`src/rtl/led_pkg.sv`:
```
// Shared definitions for the LED mode controller: mode encodings and
// small elaboration-time helpers for turning times into cycle counts.
package led_pkg;

  // LED modes, in the order a press steps through them.
  typedef enum logic [1:0] {
    MODE_OFF        = 2'd0,
    MODE_ON         = 2'd1,
    MODE_BLINK_FAST = 2'd2,
    MODE_BLINK_SLOW = 2'd3
  } mode_t;

  // Milliseconds to clock cycles.
  function automatic int ms_to_cyc(input int clk_hz, input int ms);
    return (clk_hz / 1000) * ms;
  endfunction

  // Width of a counter that holds 0 .. n-1.
  function automatic int cnt_w(input int n);
    return (n <= 2) ? 1 : $clog2(n);
  endfunction

  // Mode that follows m on a short press.
  function automatic mode_t next_mode(input mode_t m);
    mode_t r;
    r = MODE_OFF;
    case (m)
      MODE_OFF:        r = MODE_ON;
      MODE_ON:         r = MODE_BLINK_FAST;
      MODE_BLINK_FAST: r = MODE_BLINK_SLOW;
      MODE_BLINK_SLOW: r = MODE_OFF;
      default:         r = MODE_OFF;
    endcase
    return r;
  endfunction

endpackage

```
`src/rtl/led_mode_ctrl_btn_debounce.sv`:
```
// btn_debounce: two-flop synchroniser, level debouncer and press detector
// for one active-low push-button.
//
// The synchroniser and the accepted level reset to 0 ("pressed"), so a
// button held through reset must be seen released before a press counts.
// press is a registered one-cycle pulse on the accepted 1->0 transition.
module btn_debounce
  import led_pkg::*;
#(
  parameter int DB_CYC = 4
) (
  input  logic clk,
  input  logic rst,
  input  logic btn_n_raw,
  output logic stable,
  output logic press
);

  localparam int CW = cnt_w(DB_CYC);
  localparam logic [CW-1:0] CNT_LAST = CW'(DB_CYC - 1);

  logic          sync0;
  logic          sync1;
  logic [CW-1:0] cnt;

  // Bring the asynchronous button into the clk domain.
  always_ff @(posedge clk or posedge rst) begin
    if (rst) begin
      sync0 <= 1'b0;
      sync1 <= 1'b0;
    end else begin
      sync0 <= btn_n_raw;
      sync1 <= sync0;
    end
  end

  // Accept a new level only after it has differed for DB_CYC cycles in a row.
  always_ff @(posedge clk or posedge rst) begin
    if (rst) begin
      stable <= 1'b0;
      cnt    <= '0;
      press  <= 1'b0;
    end else begin
      press <= 1'b0;
      if (sync1 == stable) begin
        cnt <= '0;
      end else if (cnt == CNT_LAST) begin
        stable <= sync1;
        cnt    <= '0;
        press  <= ~sync1;
      end else begin
        cnt <= cnt + CW'(1);
      end
    end
  end

endmodule

```
`src/rtl/led_mode_ctrl.sv`:
```
// led_mode_ctrl: single-button LED mode controller.
//
// A debounced press steps the mode OFF -> ON -> BLINK_FAST -> BLINK_SLOW -> OFF.
// Blink modes start lit and toggle every HALF cycles of their own rate.
//
// Optional build macro LED_LONG_PRESS_EN: holding the button for LONG_MS
// forces the mode to OFF once per hold (after the normal press advance).
//
// state           | meaning
// ----------------+---------------------------------------------
// MODE_OFF        | led dark
// MODE_ON         | led lit
// MODE_BLINK_FAST | led toggles every FAST_HALF cycles, starts lit
// MODE_BLINK_SLOW | led toggles every SLOW_HALF cycles, starts lit
module led_mode_ctrl
  import led_pkg::*;
#(
  parameter int CLK_HZ      = 27000000,
  parameter int DEBOUNCE_MS = 20,
  parameter int FAST_HZ     = 4,
  parameter int SLOW_HZ     = 1,
  parameter int LONG_MS     = 1000
) (
  input  logic       clk,
  input  logic       rst,
  input  logic       btn1,
  output logic       led,
  output logic [1:0] mode
);

  localparam int DB_CYC    = ms_to_cyc(CLK_HZ, DEBOUNCE_MS);
  localparam int FAST_HALF = CLK_HZ / (2 * FAST_HZ);
  localparam int SLOW_HALF = CLK_HZ / (2 * SLOW_HZ);
  localparam int BLINK_MAX = (FAST_HALF > SLOW_HALF) ? FAST_HALF : SLOW_HALF;
  localparam int BW        = cnt_w(BLINK_MAX);

  localparam logic [BW-1:0] FAST_LAST = BW'(FAST_HALF - 1);
  localparam logic [BW-1:0] SLOW_LAST = BW'(SLOW_HALF - 1);

  logic          stable;
  logic          press;
  logic          long_hit;

  mode_t         state_q;
  mode_t         state_d;
  mode_t         adv_mode;
  logic          led_d;
  logic [BW-1:0] blink_cnt;
  logic [BW-1:0] blink_cnt_d;

  btn_debounce #(
    .DB_CYC (DB_CYC)
  ) u_btn (
    .clk       (clk),
    .rst       (rst),
    .btn_n_raw (btn1),
    .stable    (stable),
    .press     (press)
  );

`ifdef LED_LONG_PRESS_EN
  localparam int LONG_CYC = ms_to_cyc(CLK_HZ, LONG_MS);
  localparam int HW       = cnt_w(LONG_CYC);
  localparam logic [HW-1:0] HOLD_LAST = HW'(LONG_CYC - 1);
  localparam logic [HW-1:0] HOLD_FIRE = HW'(LONG_CYC - 2);

  logic [HW-1:0] hold_cnt;

  // Time how long the accepted level has been low; parks at the top.
  always_ff @(posedge clk or posedge rst) begin
    if (rst) begin
      hold_cnt <= '0;
    end else if (stable) begin
      hold_cnt <= '0;
    end else if (hold_cnt != HOLD_LAST) begin
      hold_cnt <= hold_cnt + HW'(1);
    end
  end

  // Fires on the single cycle the hold counter steps onto its last value.
  assign long_hit = ~stable & (hold_cnt == HOLD_FIRE);
`else
  // Long press not built; keep the otherwise idle debounce level and
  // LONG_MS referenced in one place.
  logic unused;
  assign unused   = &{1'b0, stable, (LONG_MS > 0)};
  assign long_hit = 1'b0;
`endif

  assign adv_mode = next_mode(state_q);

  // Mode, LED and blink counter registers.
  always_ff @(posedge clk or posedge rst) begin
    if (rst) begin
      state_q   <= MODE_OFF;
      led       <= 1'b0;
      blink_cnt <= '0;
    end else begin
      state_q   <= state_d;
      led       <= led_d;
      blink_cnt <= blink_cnt_d;
    end
  end

  // Next mode and LED: long hold beats press, press beats a due blink toggle.
  always_comb begin
    state_d     = state_q;
    led_d       = led;
    blink_cnt_d = blink_cnt;
    if (long_hit) begin
      state_d     = MODE_OFF;
      led_d       = 1'b0;
      blink_cnt_d = '0;
    end else if (press) begin
      state_d     = adv_mode;
      led_d       = (adv_mode != MODE_OFF);
      blink_cnt_d = '0;
    end else begin
      case (state_q)
        MODE_OFF: begin
          led_d       = 1'b0;
          blink_cnt_d = '0;
        end
        MODE_ON: begin
          led_d       = 1'b1;
          blink_cnt_d = '0;
        end
        MODE_BLINK_FAST: begin
          if (blink_cnt == FAST_LAST) begin
            led_d       = ~led;
            blink_cnt_d = '0;
          end else begin
            blink_cnt_d = blink_cnt + BW'(1);
          end
        end
        MODE_BLINK_SLOW: begin
          if (blink_cnt == SLOW_LAST) begin
            led_d       = ~led;
            blink_cnt_d = '0;
          end else begin
            blink_cnt_d = blink_cnt + BW'(1);
          end
        end
        default: begin
          state_d     = MODE_OFF;
          led_d       = 1'b0;
          blink_cnt_d = '0;
        end
      endcase
    end
  end

  assign mode = state_q;

endmodule

```
`config.mk`:
```
export PLATFORM = sky130hd
export DESIGN_NAME = led_mode_ctrl
export DESIGN_NICKNAME = d
export VERILOG_FILES = /design/src/rtl/led_pkg.sv /design/src/rtl/led_mode_ctrl_btn_debounce.sv /design/src/rtl/led_mode_ctrl.sv
export SDC_FILE = /design/constraint.sdc
export NUM_CORES = 1
export LEC_CHECK = 0
export CORE_ASPECT_RATIO = 1.5
export CORE_MARGIN = 2
export CORE_UTILIZATION = 45
export CTS_CLUSTER_SIZE = 30
export DETAILED_ROUTE_END_ITERATION = 8
export DONT_BUFFER_PORTS = 1
export PLACE_DENSITY = 0.67
export SLEW_MARGIN = 20
export SYNTH_ARGS = -nofsm -noshare
export SYNTH_HDL_FRONTEND = slang
export SYNTH_SLANG_ARGS = --single-unit
```
`constraint.sdc`:
```
create_clock -name clk -period 2.22 [get_ports clk]
set_input_delay 0.666 -clock clk [delete_from_list [all_inputs] [get_ports clk]]
set_output_delay 0.666 -clock clk [all_outputs]
set_load 0.01 [all_outputs]
```
Word level (Yosys, flattened, before mapping)

Index checks and enable logic that the tools add are counted.
Widths: inputs -> output; s select.

Bits in registers: 51
Input port bits: 3
Output and inout bits: 3
Logic and storage cells: 40

Add/subtract/negate cells: 2
Equality and inequality tests: 9
Muxes and demuxes: 13
Bitwise logic cells: 3
Reduce and logical (&&, ||, !) cells: 5

Operators by type and width:

| operator              | count |
|---|---|
| $mux 24               | 3 |
| $pmux 24 s3           | 1 |
| $mux 20               | 2 |
| $add 24x1->24 const B | 1 |
| $eq 24x22->1 const B  | 1 |
| $eq 24x24->1 const B  | 1 |
| $add 20x1->20 const B | 1 |
| $eq 20x20->1 const B  | 1 |
| $pmux 2 s4            | 1 |
| $ne 3x2->1 const B    | 2 |
| $mux 1                | 5 |
| $eq 2x2->1 const B    | 2 |
| $pmux 1 s4            | 1 |
| $reduce_and 2->1      | 2 |
| $not 1->1             | 3 |
| $eq 2x1->1 const B    | 1 |
| $logic_not 2->1       | 1 |
| $reduce_bool 2->1     | 1 |
| $reduce_or 2->1       | 1 |
| $eq 1x1->1            | 1 |

Depth between registers and ports, before layout

Depth in word-level cells: 4
Gate-level depth with buffers: 7
Depth with buffers taken out: 6

Modules after synthesis

A second synthesis with hierarchy kept.

Cell total of the unflattened synthesis: 261
Area total of the unflattened synthesis: 2,595.0 µm²

By module, submodules not included:

| module        | instances | cells each | area an instance (µm²) | seq. area each (µm²) |
|---|---|---|---|---|
| led_mode_ctrl | 1         | 152        | 1,463.9                | 675.6 |
| btn_debounce  | 1         | 109        | 1,131.1                | 600.6 |

Worst setup path before layout

OpenSTA, ideal clock, no wires.

Path kind: register to register
Start point: register blink_cnt[5]
End point: register led
Library setup time: 0.124 ns
Arrival: 1.667 ns
Required time: 2.096 ns
Setup slack: 0.429 ns
Stages on the path, launching flop included: 6
Buffers on the path: 0
Clock period less this slack: 1.791 ns
Cell sequence: dfrtp_1 and4b_1 nand4_1 o41a_1 o21a_1 o31a_1

Longest elaborated chain between the ends: 3

RTL lines:

| what                                                | RTL line                                   | source |
|---|---|---|
| from (decl)                                         | led_mode_ctrl.sv:48                        | `logic [BW-1:0] blink_cnt;` |
| from (signal assigned)                              | led_mode_ctrl.sv:101                       | `blink_cnt <= blink_cnt_d;` |
| $eq 24x24->1 / $eq 24x22->1 (equally long branches) | led_mode_ctrl.sv:137, led_mode_ctrl.sv:129 |  |
| $ne 3x2->1 (no line)                                | n/a                                        |  |
| $reduce_and 2->1 (no line) *                        | n/a                                        |  |
| to (signal assigned)                                | led_mode_ctrl.sv:100                       | `led <= led_d;` |
| to (decl)                                           | led_mode_ctrl.sv:27                        | `output logic led,` |

Every way passes the cells marked *; elsewhere a longest branch is shown, timed or not.
A chain may end at the register's enable or synchronous reset.

Worst setup path after layout

Start point: register blink_cnt[15]
End point: register led

The elaborated chain is that of the path after synthesis.

==> impl_results.md <==
* Tot Pwr at 0.00164 W
* Global-route usage over all layers at 0.162
* Setup bufs post-CTS at 0
* First-pass DRT Iterations at 4
* Wirelength per Cell at 13.4 um
* Power Dens Cells at 581 nW/um^2
* Largest net degree at the start of global routing at 52
* Via/cell ratio at 5.30
* Worst reg2reg path depth at 5
* Synth Instances at 262
* Final GP Congestion at 0.813
* Reg2Reg Launch Point: blink_cnt[15]$_DFF_PP0_
* P&R area growth vs syn at 9.00%
* Drc violations at 0
* CTS tree: done
* First-pass GRT wire length at 8180 um
* Fill cell total of the finished layout at 505
* Final Hold Viols at 0
* Max cap viols at 0
* DRT iter0 DRCs at 132
* Clock Sink Count at 51
* Crit path cell chain: and4_1, nand4_1, o41a_1, a2111oi_4, o31a_1
* Critical Path AT at 2140 ps
* RSZ-0062 raised after global routing: false
* GRT Residual Overflow at 0
* Share of Yosys cell area claimed by the top area cell type at 0.494
* Setup ws final at 334 ps
* Synth Register Bits at 51
* H-tree depth at 2
* Final Skew at 7.69 ps
* Slowest cell on crit path: o41a_1
* Total Nets Final at 278
* Fmax at 0.530 GHz
* Crit path capture type: register
* Layout cell share with drive strength beyond 1 at 0.0778
* Vias at 1801
* Leakage at 1.14 nW
* Post-synthesis sequential area ratio at 0.494
* Setup TNS Final at 0 ps
* Clock Latency Late Sink at 300 ps
* Port bufs at 0
* Final ANT Viol Nets at 0
* Clock buffer depth at 2
* Final setup fails at 0
* Main area contributors after synthesis: dfrtp_1, nor2_1, xnor2_1
* Synthesized area per cell at 9.87 um^2
* Die Footprint at 6380 um^2
* Yosys warning total at 0
* Final HPWL DP at 3230 um
* Row count at 33
* Hold-fix buffers, CTS at 0
* Hold WS at 268 ps
* Initial core utilization at 0.471
* Slew Limit Headroom at 0.775
* Final wirelength at 4550 um
* I/O pin cnt at 6
* Die Ht at 96.8 um
* Resized cells post-CTS at 0
* Post-synthesis cell type with the largest combined area: dfrtp_1
* Area of the core at 5490 um^2
* Slew @ Worst Pin at 338 ps
* Max rail drop VDD at 450 uV
* Crit path time final at 1890 ps
* CP Max Fanout at 7
* Post-synthesis cell type count at 36
* Slowest stage delay, CP at 530 ps
* Syn Nets at 271
* Post-route clock period utilization at 0.850
* Clock Tree Root: clkbuf_8
* CTS buffer count at 5
* Hold WC Path Type: primary input to asynchronous set/reset pin
* Slew Viols, Final at 0
* Area of the mapped netlist at 2580 um^2
* Vias in the first global route at 1852
* CP Data Required Time at 2470 ps
* Setup WS pre-CTS at 348 ps
* Clock Pin Slew Worst Setup and Hold Paths at 90 ps
* Worst Setup Start Kind: register
* Initial antenna violation count at 0
* Die W at 65.9 um
* WS Path Type: register to register
* Status: complete, no violations
* Diode count at 0
* Internal reg-to-reg setup slack at 330 ps
* RR Endpoint: led$_DFFE_PP0P_
==> per-stage QoR <==
stage	util	area [um^2]	std cells
floorplan	-	2580	262
global placement	0.492	2700	332
detailed placement	0.492	2700	332
CTS	0.513	2820	340
global route	0.513	2820	340
finish	0.513	2820	340
==> layout by cell type (no fill, tap or decap), drive strengths merged, types with 2 or more instances in the layout <==
master  count
nor2       56
dfrtp      51
xnor2      22
nand2      18
xor2       16
nand3      15
nand4      13
and3        8
inv         8
ha          6
clkbuf      6
and4        6
buf         6
o21ai       5
nor3        4
nor4        3
or3         3
a21oi       3
and2        2
nor2b       2
o21a        2
==> worst max-delay path by stage <==
stage                              to                    start
6_report              led$_DFFE_PP0P_  blink_cnt[15]$_DFF_PP0_
5_1_grt               led$_DFFE_PP0P_  blink_cnt[15]$_DFF_PP0_
4_1_cts               led$_DFFE_PP0P_   blink_cnt[5]$_DFF_PP0_
3_5_place_dp          led$_DFFE_PP0P_   blink_cnt[5]$_DFF_PP0_
3_3_place_gp          led$_DFFE_PP0P_  blink_cnt[15]$_DFF_PP0_
2_1_floorplan  blink_cnt[0]$_DFF_PP0_                      rst
==> final cells by class <==
class / count / area [um^2] / share of cell area
clock buffer: 6 / 82.6 / 0.0293
clock inverter: 2 / 35.0 / 0.0124
inverter: 8 / 30.0 / 0.0107
multi-input combinational: 197 / 1240 / 0.439
sequential: 51 / 1280 / 0.453
tap: 70 / 87.6 / 0.0311
timing repair buffer: 6 / 70.1 / 0.0249
==> flip-flops by register name (all words and copies together) (netlist names) <==
register	count
led	1
u_btn.sync0	1
mode	2
u_btn.sync1	1
u_btn.stable	1
u_btn.press	1
blink_cnt	24
u_btn.cnt	20
==> cell usage after synthesis <==
master	count
a2111oi_4	1
a21oi_1	3
and2_1	2
and3_1	8
and4_1	5
and4_2	1
and4b_1	1
and4bb_2	1
buf_2	1
buf_4	5
dfrtp_1	51
ha_1	6
inv_1	8
mux2_2	1
nand2_1	18
nand3_1	15
nand3b_1	1
nand4_1	13
nor2_1	55
nor2_2	1
nor2b_1	2
nor3_1	4
nor3b_1	1
nor4_1	3
nor4bb_1	1
o21a_1	2
o21ai_0	5
o21bai_4	1
o31a_1	1
o31ai_1	1
o41a_1	1
or3_1	3
or4_1	1
or4b_1	1
xnor2_1	22
xor2_1	16
==> kinds of logic (layout without fill, tap and decap cells) <==
kind of cell,Yosys count,in the layout,synth area share
and+or+nand+nor,137,137,0.266
buffers and inverters,14,22,0.0281
xor gates and xnor gates,38,38,0.129
muxes,1,1,0.00436
AOI/OAI and AO/OA,15,15,0.0499
adders and majority gates,6,6,0.0290
DFF,51,51,0.494
==> layer usage <==
metal | GRT usage | vias to the layer above | share of wire
met3 | 0.0349 | 7 | 0.018
met4 | 0.0641 | 0 | 0.018
met2 | 0.286 | 18 | 0.55
li1 | - | 902 | -
met5 | 0 | - | 0
met1 | 0.183 | 874 | 0.41
==> worst max-delay path: cells and delay by family, from the launching register on <==
kind	cells	cell delay (ps)
AOI/OAI and AO/OA	3	1030
and+or+nand+nor	2	320
DFF	1	480
==> power by group <==
group          total (W)  switching [W]  leakage (nW)  internal, W
Sequential      0.000940     0.00000552         0.706     0.000934
Combinational  0.0000365      0.0000268         0.373   0.00000974
Clock           0.000660       0.000296        0.0612     0.000365
Total            0.00164       0.000328          1.14      0.00131
Note: power is estimated with default switching activity, not from simulation.
